**src/rtl/regfile_wr_arbiter_pkg.sv**
```systemverilog
// regfile_wr_arbiter_pkg: shared regfile write-port constants, bus types and a one-hot index helper
package regfile_wr_arbiter_pkg;

    localparam logic WriteEnable  = 1'b1;
    localparam logic WriteDisable = 1'b0;

    localparam int RegAddrBus = 5;
    localparam int DataBus    = 32;

    localparam logic [DataBus-1:0]    ZeroWord = '0;
    localparam logic [RegAddrBus-1:0] ZeroReg  = '0;

    localparam int WRARB_MAX_REQ = 8;
    localparam int WRARB_IDX_W   = 3;

    typedef logic [RegAddrBus-1:0] reg_addr_t;
    typedef logic [DataBus-1:0]    data_t;

    // OR-reduction encoder: exact for one-hot input, zero for all-zero input
    function automatic logic [WRARB_IDX_W-1:0] onehot_idx(input logic [WRARB_MAX_REQ-1:0] oh);
        logic [WRARB_IDX_W-1:0] r;
        r = '0;
        for (int i = 0; i < WRARB_MAX_REQ; i++)
            if (oh[i]) r = r | WRARB_IDX_W'(i);
        return r;
    endfunction

endpackage

```
**src/rtl/regfile_wr_arbiter_rr_arbiter.sv**
```systemverilog
// rr_arbiter: combinational one-hot grant, round-robin from ptr (fixed lowest-index priority when WRARB_FIXED_PRIO_EN is defined)
module rr_arbiter #(
    parameter int N = 3,
    localparam int PW = (N > 1) ? $clog2(N) : 1
) (
    input  logic [N-1:0]  req,
    input  logic [PW-1:0] ptr,
    output logic [N-1:0]  gnt
);

`ifdef WRARB_FIXED_PRIO_EN
    logic unused_ptr;
    assign unused_ptr = ^ptr;

    // isolate the lowest set request bit
    always_comb begin
        gnt = req & (~req + N'(1));
    end
`else
    logic [2*N-1:0] dbl;
    logic [2*N-1:0] dgnt;
    logic [N-1:0]   rot;
    logic [N-1:0]   rgnt;

    // rotate so ptr sits at bit 0, pick the lowest set bit, rotate the grant back
    always_comb begin
        dbl  = {req, req} >> ptr;
        rot  = dbl[N-1:0];
        rgnt = rot & (~rot + N'(1));
        dgnt = {rgnt, rgnt} << ptr;
        gnt  = dgnt[2*N-1:N];
    end
`endif

endmodule

```
**src/rtl/regfile_wr_arbiter.sv**
```systemverilog
// regfile_wr_arbiter: shares the regfile write port among NUM_REQ requesters; WRARB_FIXED_PRIO_EN selects fixed priority
module regfile_wr_arbiter
    import regfile_wr_arbiter_pkg::*;
#(
    parameter int NUM_REQ = 3
) (
    input  logic                       clk,
    input  logic                       rst,
    input  logic                       stall,
    input  logic [NUM_REQ-1:0]         req_valid,
    output logic [NUM_REQ-1:0]         req_ready,
    input  logic [NUM_REQ*5-1:0]       req_addr,
    input  logic [NUM_REQ*32-1:0]      req_data,
    output logic                       we,
    output logic [4:0]                 waddr,
    output logic [31:0]                wdata,
    output logic [$clog2(NUM_REQ)-1:0] wr_src
);

    localparam int PW = $clog2(NUM_REQ);

    logic [NUM_REQ-1:0] arb_gnt;
    logic [NUM_REQ-1:0] gnt;
    logic [PW-1:0]      ptr;
    logic [PW-1:0]      gidx;
    reg_addr_t          gaddr;
    data_t              gdata;

    rr_arbiter #(.N(NUM_REQ)) u_arb (
        .req (req_valid),
        .ptr (ptr),
        .gnt (arb_gnt)
    );

    // no grant while resetting or while the write port is stalled
    always_comb begin
        gnt  = (rst || stall) ? '0 : arb_gnt;
        gidx = PW'(onehot_idx(WRARB_MAX_REQ'(gnt)));
    end

    assign req_ready = gnt;

    // AND-OR select of the winning requester's address and data
    always_comb begin
        gaddr = ZeroReg;
        gdata = ZeroWord;
        for (int i = 0; i < NUM_REQ; i++) begin
            gaddr = gaddr | (req_addr[RegAddrBus*i +: RegAddrBus] & {RegAddrBus{gnt[i]}});
            gdata = gdata | (req_data[DataBus*i +: DataBus] & {DataBus{gnt[i]}});
        end
    end

`ifdef WRARB_FIXED_PRIO_EN
    assign ptr = '0;
`else
    // priority pointer moves just past the last winner
    always_ff @(posedge clk) begin
        if (rst)
            ptr <= '0;
        else if (|gnt)
            ptr <= (gidx == PW'(NUM_REQ - 1)) ? '0 : gidx + PW'(1);
    end
`endif

    // registered write port; x0 writes are accepted but never enabled
    always_ff @(posedge clk) begin
        if (rst) begin
            we     <= WriteDisable;
            waddr  <= ZeroReg;
            wdata  <= ZeroWord;
            wr_src <= '0;
        end else if (|gnt) begin
            we     <= (gaddr != ZeroReg) ? WriteEnable : WriteDisable;
            waddr  <= gaddr;
            wdata  <= gdata;
            wr_src <= gidx;
        end else begin
            we     <= WriteDisable;
        end
    end

endmodule

```
**config.mk**
```make
export PLATFORM = sky130hd
export DESIGN_NAME = regfile_wr_arbiter
export DESIGN_NICKNAME = d
export VERILOG_FILES = /design/src/rtl/regfile_wr_arbiter_pkg.sv /design/src/rtl/regfile_wr_arbiter_rr_arbiter.sv /design/src/rtl/regfile_wr_arbiter.sv
export SDC_FILE = /design/constraint.sdc
export NUM_CORES = 1
export LEC_CHECK = 0
export CAP_MARGIN = 30
export CELL_PAD_IN_SITES_DETAIL_PLACEMENT = 1
export CELL_PAD_IN_SITES_GLOBAL_PLACEMENT = 2
export CORE_UTILIZATION = 17
export CTS_BUF_LIST = sky130_fd_sc_hd__clkbuf_4 sky130_fd_sc_hd__clkbuf_8
export CTS_CLUSTER_DIAMETER = 100
export DETAILED_ROUTE_END_ITERATION = 10
export PLACE_DENSITY_LB_ADDON = 0.1
export SYNTH_ARGS = -nofsm -noshare
export SYNTH_HDL_FRONTEND = slang
export SYNTH_SLANG_ARGS = --single-unit
```
**constraint.sdc**
```tcl
create_clock -name clk -period 2.47 [get_ports clk]
set_clock_uncertainty 0.2 [all_clocks]
set_input_delay 0.247 -clock clk [delete_from_list [all_inputs] [get_ports clk]]
set_output_delay 0.247 -clock clk [all_outputs]
set_load 0.01 [all_outputs]
```
# After elaboration in Yosys (flattened, before gate mapping)
# Cells that the tools add are included.
# Widths: inputs -> output; s select.
[word_totals]
ff_bits = 42
input_bits = 117
elab_cells = 32
[classes]
addsub = 2
eq_ne = 1
shift = 2
mux = 5
n_bitwise = 13
n_reduce_logical = 4
[ops]
columns = ["operator", "count"]
rows = [
  ["$and 32x32->32", 3],
  ["$or 32x32->32", 2],
  ["$and 5x5->5", 3],
  ["$or 5x5->5", 2],
  ["$shl 6x2->6", 1],
  ["$shr 6x2->3", 1],
  ["$reduce_bool 5->1", 1],
  ["$mux 2", 2],
  ["$add 3x1->3 const B", 1],
  ["$and 3x3->3", 1],
  ["$mux 3", 1],
  ["$not 3->3", 1],
  ["$reduce_or 3->1", 1],
  ["$add 2x1->2 const B", 1],
  ["$eq 2x2->1 const B", 1],
  ["$mux 1", 2],
  ["$reduce_or 2->1", 1],
  ["$logic_or 1x1->1", 1],
  ["$not 1->1", 1],
]

# Depth between registers and ports, before layout
[logic_depth]
depth_word = 11
ltp_mapped = 8

# Hierarchy
# Synthesis repeated with hierarchy kept, for this count alone.
[hier_totals]
hier_cells = 248
area_unflattened_um2 = 2547.4
[modules_own_cells]
columns = ["mod", "instances", "cells_per_inst", "area_per_inst_um2"]
rows = [
  ["regfile_wr_arbiter", 1, 238, 2476.1],
  ["rr_arbiter", 1, 10, 71.3],
]

# Worst setup path after synthesis
# OpenSTA, ideal clock, no wires.
[synth_path]
path_type = "register to register"
start = "reg ptr[0]"
end = "reg we"
arrival_time_ns = 1.519
required_time_ns = 2.131
slack_ns = 0.612
stages_incl_launch_ff = 8
path_buffers = 2
path_cell_list = "dfxtp_1 nor3b_1 o311a_1 buf_6 buf_6 o2bb2ai_1 nor4_1 nand3_1"
[synth_via]
elab_chain_cells = 11
[synth_lines]
columns = ["element", "line", "text"]
rows = [
  ["start: declaration", "regfile_wr_arbiter.sv:24", "logic [PW-1:0] ptr;"],
  ["start signal: assignment", "regfile_wr_arbiter.sv:61", "ptr <= (gidx == PW'(NUM_REQ - 1)) ? '0 : gidx + PW'(1);"],
  ["$shr 6x2->3", "regfile_wr_arbiter_rr_arbiter.sv:27", "dbl = {req, req} >> ptr;"],
  ["$not 3->3", "regfile_wr_arbiter_rr_arbiter.sv:29", "rgnt = rot & (~rot + N'(1));"],
  ["$add 3x1->3", "regfile_wr_arbiter_rr_arbiter.sv:29", ""],
  ["$and 3x3->3", "regfile_wr_arbiter_rr_arbiter.sv:29", ""],
  ["$shl 6x2->6 *", "regfile_wr_arbiter_rr_arbiter.sv:30", "dgnt = {rgnt, rgnt} << ptr;"],
  ["$mux 3 *", "regfile_wr_arbiter.sv:37", "gnt = (rst || stall) ? '0 : arb_gnt;"],
  ["$and 5x5->5", "regfile_wr_arbiter.sv:48", "gaddr = gaddr | (req_addr[RegAddrBus*i +: RegAddrBus] & {RegAddrBus{gnt[i]}});"],
  ["$or 5x5->5 (2 in a row)", "regfile_wr_arbiter.sv:48", ""],
  ["$reduce_bool 5->1", "regfile_wr_arbiter.sv:73", "we <= (gaddr != ZeroReg) ? WriteEnable : WriteDisable;"],
  ["$mux 1", "regfile_wr_arbiter.sv:73", ""],
  ["end signal: assignment", "regfile_wr_arbiter.sv:68", "we <= WriteDisable;"],
  ["end signal: assignment", "regfile_wr_arbiter.sv:73", ""],
  ["end signal: assignment", "regfile_wr_arbiter.sv:78", "we <= WriteDisable;"],
  ["end: declaration", "regfile_wr_arbiter.sv:14", "output logic we,"],
]
# Mark *: on every way between the ends. The rest lies on a longest branch, timed or not.
# A chain may end at the register's enable or synchronous reset.

# Worst setup path after layout
[layout_path]
start = "in req_valid[1]"
end = "out req_ready[0]"
[layout_via]
elab_chain_cells = 6
[layout_lines]
columns = ["element", "line", "text"]
rows = [
  ["start: declaration", "regfile_wr_arbiter.sv:10", "input logic [NUM_REQ-1:0] req_valid,"],
  ["$shr 6x2->3 *", "regfile_wr_arbiter_rr_arbiter.sv:27", ""],
  ["$not 3->3", "regfile_wr_arbiter_rr_arbiter.sv:29", ""],
  ["$add 3x1->3", "regfile_wr_arbiter_rr_arbiter.sv:29", ""],
  ["$and 3x3->3 *", "regfile_wr_arbiter_rr_arbiter.sv:29", ""],
  ["$shl 6x2->6 *", "regfile_wr_arbiter_rr_arbiter.sv:30", ""],
  ["$mux 3 *", "regfile_wr_arbiter.sv:37", ""],
  ["end: declaration", "regfile_wr_arbiter.sv:11", "output logic [NUM_REQ-1:0] req_ready,"],
]
# Marked as above.

==> results.cfg <==
[cells_and_area]
diodes = 0
postLayoutCoreUtil = 0.349
mostFrequentLayoutCells = clkdlybuf4s50_1 (159), dfxtp_1 (42), a222oi_1 (34), a21oi_1 (33), o21ai_0 (25)
drive_gt1_frac = 0.0707
syn2layout_area_growth_pct = 98.6
layout_commonest_cell = clkdlybuf4s50_1
nNetsFinal = 484

[clock_tree]
cts_setup_buffers = 0
cts_tree = yes
cts-buffers-inserted = 5
clkSinkCount = 42
cts_hold_buf = 0
h-tree-depth = 2
post_cts_resized = 0
root_buffer = clkbuf_8
clk_pin_slew_ns = 0.08
cts_buffer_depth = 2
insertion_delay_ns = 0.29

[floorplanning]
core_mm2 = 0.0109
start_util = 0.176
die_area_mm2 = 0.0117
die_h_um = 108
fp-row-count = 38
die_w_um = 108
num_io_pins = 160

[timing]
hold_viol = 0
worstMarginPinSlew_ns = 0.745
setup_ws_ns = 0.135
fin_crit_ns = 2.33
fin_crit_sh = 0.945
rsz0062_at_grt = false
tns_ns = 0
fmax_mhz = 428
relSlewSlack = 0.503
finalSetupViolations = 0
holdWs_ns = 0.257
finalMaxSlewViolations = 0

[grt]
met2_usage = 0.265
overflow = 0
grt_antenna_before_repair = 0
grt_start_max_net_pins = 65
top_usage_layer = met2
gr-usage-all-layers = 0.147
grt_first_pass_wirelength_um = 13000
met3_usage = 0.0422
first_global_vias = 2564
met1_usage = 0.168

[status]
outcome = complete, no violations

[routing]
firstDrtPassIters = 6
ant_nets = 0
viasPerCell = 4.77
drc_errors = 0
vias = 2423
drt-initial-drc-count = 153
wire_per_inst_um = 16.9
totalWireLength_um = 8600

[worst_setup_path]
crit_chain = clkdlybuf4s50_1 > buf_4 > o21ai_0 > o2111a_1 > clkdlybuf4s50_1
arrival_ns = 1.89
slowest_delay_ns = 0.57
crit_type = primary input to output pin
cpMostUsedCell = clkdlybuf4s50_1
start_kind = primary input
path_max_fanout = 7
critical_path_required_ns = 2.02
critPathSlowestCell = clkdlybuf4s50_1
worstSetupEndpointType = output pin

[synthesis]
synth-seq-cells = 42
synth_area_mm2 = 0.00192
yosys_warnings = 0
synth_top_cell_by_area = dfxtp_1
synth_area_per_cell_um2 = 9.02
yosysTopAreaCellShare = 0.438
synth_cell_types = 29
synth.area.top_cells = dfxtp_1 (44%), a222oi_1 (18%), a21oi_1 (8.6%)
syn_inst = 213
yosysSeqAreaShare = 0.438
synthesis.nets = 330

[placed_design]
portBuffers = 159
hpwl_um = 6300
post-place-ws_ns = 0.0778
globalplace.congestion = 0.715

[hold_path]
hold_path.class = flop to flop

[power]
p_leak_nw = 1.31
power-per-cell-area_mw_per_mm2 = 443
vdd_ir_drop_max_mv = 0.212

[job]
cap_violations = 0
## synth_stat cells
cell       instances
buf_6              2
o2111a_1           1
buf_2             11
nand3b_1           1
o21ai_0           25
o31ai_1            1
nor2_2             1
nand3_1            2
nor2b_1            2
o311a_1            1
nand2_1            5
nor2_1            14
buf_1              2
nand4_1            3
clkbuf_1           9
a31o_2             1
inv_1              2
nand2b_1           1
nor3b_1            1
o21a_1             1
nor3_1             1
buf_4              1
dfxtp_1           42
a222oi_1          34
a211oi_1           8
o2bb2ai_1          3
o31a_1             3
nor4_1             2
a21oi_1           33
## worst max-delay path: cells and delay by family
kind	cells	cell delay (ns)
buffers and inverters	3	1.20
AOI/OAI and AO/OA	2	0.44
## path summary, 6_finish.rpt
kind | from | endpoint | slack, ns | cells past startpoint
setup / recovery | req_valid[1] | req_ready[0] | 0.14 | 5
hold reg to reg | waddr[2] | waddr[2] | 0.26 | 2
setup reg to reg | ptr[0] | we | 0.39 | 6
hold / removal | waddr[2] | waddr[2] | 0.26 | 2
## sequential cells by signal, indices dropped and copies added (netlist names)
register / count
ptr: 2
waddr: 5
wdata: 32
we: 1
wr_src: 2
## kinds of logic (layout without fill, tap and decap cells)
| logic type | Yosys count | in the layout | synth area share |
|---|---|---|---|
| compound gates | 111 | 111 | 0.410 |
| flops | 42 | 42 | 0.438 |
| simple gates | 33 | 33 | 0.0821 |
| buf+inv | 27 | 182 | 0.0697 |
## metrics by stage
step / total power (W) / cell area (µm²) / instances
floorplan: 0.000896 / 1920 / 213
global placement: 0.00122 / 3720 / 500
detailed placement: 0.00123 / 3720 / 500
CTS: 0.00173 / 3810 / 508
global route: 0.00179 / 3810 / 508
finish: 0.00169 / 3810 / 508
## final cells by class
cell class | instances | area (µm²)
clock buffer | 7 | 90.1
clock inverter | 1 | 5.00
fill | 1261 | 7120
inverter | 2 | 7.51
multi-input combinational | 144 | 956
sequential | 42 | 841
tap | 140 | 175
timing repair buffer | 172 | 1740
## report_power, final
part	switching, W	internal (W)	total, W
logic	0.000167	0.000295	0.000463
clock network	0.000247	0.000237	0.000484
registers	0.0000214	0.000720	0.000742
total	0.000436	0.00125	0.00169
## metal layers
layer	routed length [µm]	vias to the layer above
met5	0	-
met4	82	0
met3	683	8
met2	4330	97
met1	3510	1144
li1	-	1174
Note: power is estimated with default switching activity, not from simulation.
==> RTL change 1: new RTL, config.mk and constraints unchanged <==
Add a define of `WRARB_FIXED_PRIO_EN`.
--- a/src/rtl/regfile_wr_arbiter_rr_arbiter.sv
+++ b/src/rtl/regfile_wr_arbiter_rr_arbiter.sv
@@ -1,4 +1,6 @@
 // rr_arbiter: combinational one-hot grant, round-robin from ptr (fixed lowest-index priority when WRARB_FIXED_PRIO_EN is defined)
+`define WRARB_FIXED_PRIO_EN
+
 module rr_arbiter #(
     parameter int N = 3,
     localparam int PW = (N > 1) ? $clog2(N) : 1
Formal check against the unedited RTL: not equivalent (a bounded check fails within 4 cycles, from zero or initial values and one cycle with rst high).
==> RTL change 1 against the unedited design <==
  * Sequential share of layout area increased by 0.47 points
  * Critical endpoint is now req_ready[2]
  * Sequential cell count shrank 2
  * Via count down 11%
  * Routed wire length decreased by 8.9%
  * Setup slack improved by 2.2 ps
  * Total power fell by 8.1%
  * Cell area is 6.8% lower
  * First-iteration DRC count fell by 2.0%
  * Area after synthesis fell by 11%
  * Combinational power down 14%
  * Count of clock-buffer cells in the layout fell by 1
  * Clock power decreased by 5.8%
==> RTL change 1: results (changes against the unedited design) <==
[grt]
use_met3_pct = 5.062  ; was 4.219%
grt_pass1_vias = 2179  ; was 2564
groute.layer.met2.usage_pct = 27.41  ; was 26.48%
use_met1_pct = 15.67  ; was 16.77%
antenna_found_initial = 0  ; unchanged
grt_use_total_pct = 14.57  ; was 14.68%
grt_pass1_wl_microns = 11550  ; was 13020 microns
grt_max_degree = 40  ; was 65

[synthesis]
yosysSeqAreaShare_pct = 47.02  ; was 43.78%
syn_nets = 300  ; was 330
synthTopCellsByArea = dfxtp_1, a222oi_1, a21oi_1  ; unchanged
synth_xor_area_share_pct = 0  ; unchanged
async_reset_ff_share_pct = 0  ; unchanged
synth_compound_area_share_pct = 34.02  ; was 41.04%
synthAdderAreaFrac_pct = 0  ; unchanged
ys_warn_count = 0  ; unchanged
synth_common_cells = dfxtp_1, nand2_1, a222oi_1  ; was dfxtp_1, a222oi_1, a21oi_1
synth_mux_area_share_pct = 0  ; unchanged
synth-main-ff-cell = dfxtp_1  ; unchanged
synth.distinct_cells = 19  ; was 29

[placement]
gp_congestion = 0.7059  ; was 0.7152
hpwl_microns = 5726  ; was 6305 microns
dpl_cell_area_sq_um = 3463  ; was 3719 sq um
port_buffers = 159  ; unchanged
place_ws_ps = 105.3  ; was 77.80 ps

[cells_and_area]
drive_above_1_share_pct = 6.195  ; was 7.065%
insertedDiodeCount = 0  ; unchanged
layout.nets = 455  ; was 484
largestRegisters = wdata: 32 flops, waddr: 5 flops, wr_src: 2 flops  ; was wdata: 32 flops, waddr: 5 flops

[cts]
cts.htree.levels = 2  ; unchanged
cts_setup_buffers = 0  ; unchanged
numCtsBuffers = 5  ; unchanged
cts_root_buf = clkbuf_8  ; unchanged
cts_buffer_depth = 2  ; unchanged
clk_pin_slew_ps = 80  ; about the same

[route]
drt-pass1-iter-count = 6  ; unchanged
first_iter_violations = 150  ; was 153
drc = 0  ; unchanged
wl_per_cell_microns = 16.61  ; was 16.93 microns
vias_per_cell = 4.583  ; was 4.770

[sta]
slew_headroom_pct = 69.34  ; was 50.26%

[run_status]
outcome = finished clean  ; unchanged

[worst_setup_path]
crit_fanout = 15  ; was 7
cp.arrival_ps = 1890  ; about the same

[power]
leakage_nw = 1.232  ; was 1.308 nW
ir_worst_vdd_mv = 0.1638  ; was 0.2117 mV

[worst_hold_path]
min_path_type = flop to flop  ; unchanged

RTL change 1: changes by cell type in the layout (fill, tap and decap cells not counted), sizes merged, moves of 4 or more:
cell	delta
nor2	-13
a211oi	-8
o21ai	-25
nand2	+33
buf	-4
RTL change 1: through the flow:
step | hold slack [ps] | instances | power [mW] | utilization [%]
3_3_place_gp | 236.2 | 464 | 1.111 | 35.60
6_report | 253.1 | 472 | 1.552 | 36.55
5_1_grt | 271.7 | 472 | 1.648 | 36.55
4_1_cts | 259.7 | 472 | 1.590 | 36.55
3_5_place_dp | 245.2 | 464 | 1.118 | 35.60
2_1_floorplan | 178.5 | 183 | 0.8157 | -
RTL change 1: area by class of cell:
cell class | count | area (sq um)
clock inverters | 2 | 10.01
flip-flops and latches | 40 | 800.8
clock buffers | 6 | 82.58
multi-input cells | 124 | 812.0
well taps | 133 | 166.4
fillers | 1149 | 6173
repair buffers | 167 | 1684
RTL change 1: path summary, 6_finish.rpt:
check,start,endpoint,slack [ps],cells past startpoint
worst max-delay path,stall,req_ready[2],140,4
worst min-delay path,wdata[5]$_SDFFE_PP0P_,wdata[5]$_SDFFE_PP0P_,250,2
worst max register to register,wr_src[0]$_SDFFE_PP0P_,wr_src[0]$_SDFFE_PP0P_,1500,2
worst min register to register,wdata[5]$_SDFFE_PP0P_,wdata[5]$_SDFFE_PP0P_,250,2
RTL change 1: routing by layer:
layer  vias up  wire length, microns
met3         6                   739
met1      1028                  3097
li1       1040                     -
met4         0                    65
met2        89                  3938
met5         -                     0
RTL change 1: kinds of logic after synthesis:
| kind of cell | count (synthesis) |
|---|---|
| simple gates | 49 |
| flops | 40 |
| compound gates | 75 |
| buf+inv | 19 |
RTL change 1: critical path, stage by stage:
cell and delay [ps]:
clkdlybuf4s50_1 480, nor2_2 200, and3_4 370, clkdlybuf4s50_1 580
RTL change 1: report_power, final:
part           total, mW  internal, mW  switching [mW]
registers          0.697         0.680          0.0168
logic              0.399         0.264           0.135
clock network      0.456         0.223           0.233
==> RTL change 2: new RTL, same flow settings <==
Without the edit above. Reset style: asynchronous (`rst`), changed in 2 clocked blocks.
--- a/src/rtl/regfile_wr_arbiter.sv
+++ b/src/rtl/regfile_wr_arbiter.sv
@@ -54,7 +54,7 @@
     assign ptr = '0;
 `else
     // priority pointer moves just past the last winner
-    always_ff @(posedge clk) begin
+    always_ff @(posedge clk or posedge rst) begin
         if (rst)
             ptr <= '0;
         else if (|gnt)
@@ -63,7 +63,7 @@
 `endif
 
     // registered write port; x0 writes are accepted but never enabled
-    always_ff @(posedge clk) begin
+    always_ff @(posedge clk or posedge rst) begin
         if (rst) begin
             we     <= WriteDisable;
             waddr  <= ZeroReg;
Behaviour: differs if rst is asserted again (counterexample within 4 cycles, from zero or initial values and one cycle with rst high); with rst held inactive, the same outputs for 10 cycles.
==> RTL change 2 against the unedited design <==
  * The run now ends with DRC left
  * Routed wire length is 0.53% lower
  * Die area is 5.8% higher
  * Sequential cell count stayed put
  * Count of clock-buffer cells in the layout decreased by 2
  * Area after synthesis rose by 5.9%
  * Setup slack got worse by 2.7 ps
  * Synthesized cell count decreased by 5.6%
  * Cell area up 3.7%
  * Non-clock buffer count up 4
  * Critical path depth is 2 lower
Power is not compared: it rests on default switching activity, and its combinational part moved more than twofold at a synthesized area within 25%.
==> RTL change 2: results (changes against the unedited design) <==
[worst_hold_path]
min_path_type = primary input to async pin  ; was flop to flop

[run_status]
outcome = finished with violations  ; was finished clean
violations = DRC

[worst_setup_path]
reg2reg_to = we$_DFF_PP0_  ; was we$_SDFF_PP0_
crit_fanout = 10  ; was 7
max_stage_delay_ps = 520  ; was 570 ps
cp-startpoint = ptr[1]$_DFFE_PP0P_  ; was req_valid[1]
r2r_cells = 5  ; was 6
r2r_slack_ps = 310  ; was 390 ps
crit_path_end = req_ready[2]  ; was req_ready[0]

[cells_and_area]
layout.nets = 482  ; was 484
num-fill-cells = 1306  ; was 1261
final_core_util_pct = 34.33  ; was 34.87%
drive_above_1_share_pct = 8.743  ; was 7.065%

[grt]
groute.layer.met2.usage_pct = 24.83  ; was 26.48%
grt_max_degree = 27  ; was 65
grt_pass1_vias = 2545  ; was 2564
use_met1_pct = 16.33  ; was 16.77%

[synthesis]
synth-main-ff-cell = dfrtp_1  ; was dfxtp_1
synth_cells = 201  ; was 213
syn_nets = 318  ; was 330
yosysSeqAreaShare_pct = 51.69  ; was 43.78%
synthTopCellsByArea = dfrtp_1, a222oi_1, nand2_1  ; was dfxtp_1, a222oi_1, a21oi_1
synth_common_cells = nand2_1, dfrtp_1, a222oi_1  ; was dfxtp_1, a222oi_1, a21oi_1

[route]
wl_microns = 8556  ; was 8602 microns
drt-pass1-iter-count = 8  ; was 6
dr_wl_met2_microns = 4207  ; was 4330 microns
vias_per_cell = 4.538  ; was 4.770
drc = 18  ; was 0
wl_per_cell_microns = 16.81  ; was 16.93 microns
wl_met3_microns = 798  ; was 683 microns

[placement]
gp_congestion = 0.7048  ; was 0.7152
dp.cells = 498  ; was 500
hpwl_microns = 6359  ; was 6305 microns
dpl_cell_area_sq_um = 3820  ; was 3719 sq um

[sta]
slew_headroom_pct = 67.08  ; was 50.26%

RTL change 2: cell count changes after synthesis, moves of 4 or more:
cell,change
a21oi_1,-32
buf_6,+5
dfxtp_1,-42
dfrtp_1,+42
a211oi_1,-8
nor2_1,-8
clkbuf_1,-4
nand2_1,+66
buf_2,-6
o21ai_0,-23
RTL change 2: cell type report:
| class | count | share of cell area, % |
|---|---|---|
| well taps | 143 | 4.525 |
| repair buffers | 176 | 44.43 |
| multi-input cells | 139 | 21.55 |
| clock inverters | 3 | 1.013 |
| clock buffers | 5 | 1.741 |
| inverters | 1 | 0.09494 |
| flip-flops and latches | 42 | 26.65 |
RTL change 2: kinds of logic (layout without fill, tap and decap cells):
family	after synthesis	in the layout	synth area share, %
DFF	42	42	51.69
buffers and inverters	20	185	6.585
AOI/OAI and AO/OA	51	51	23.69
and+or+nand+nor	88	88	18.03
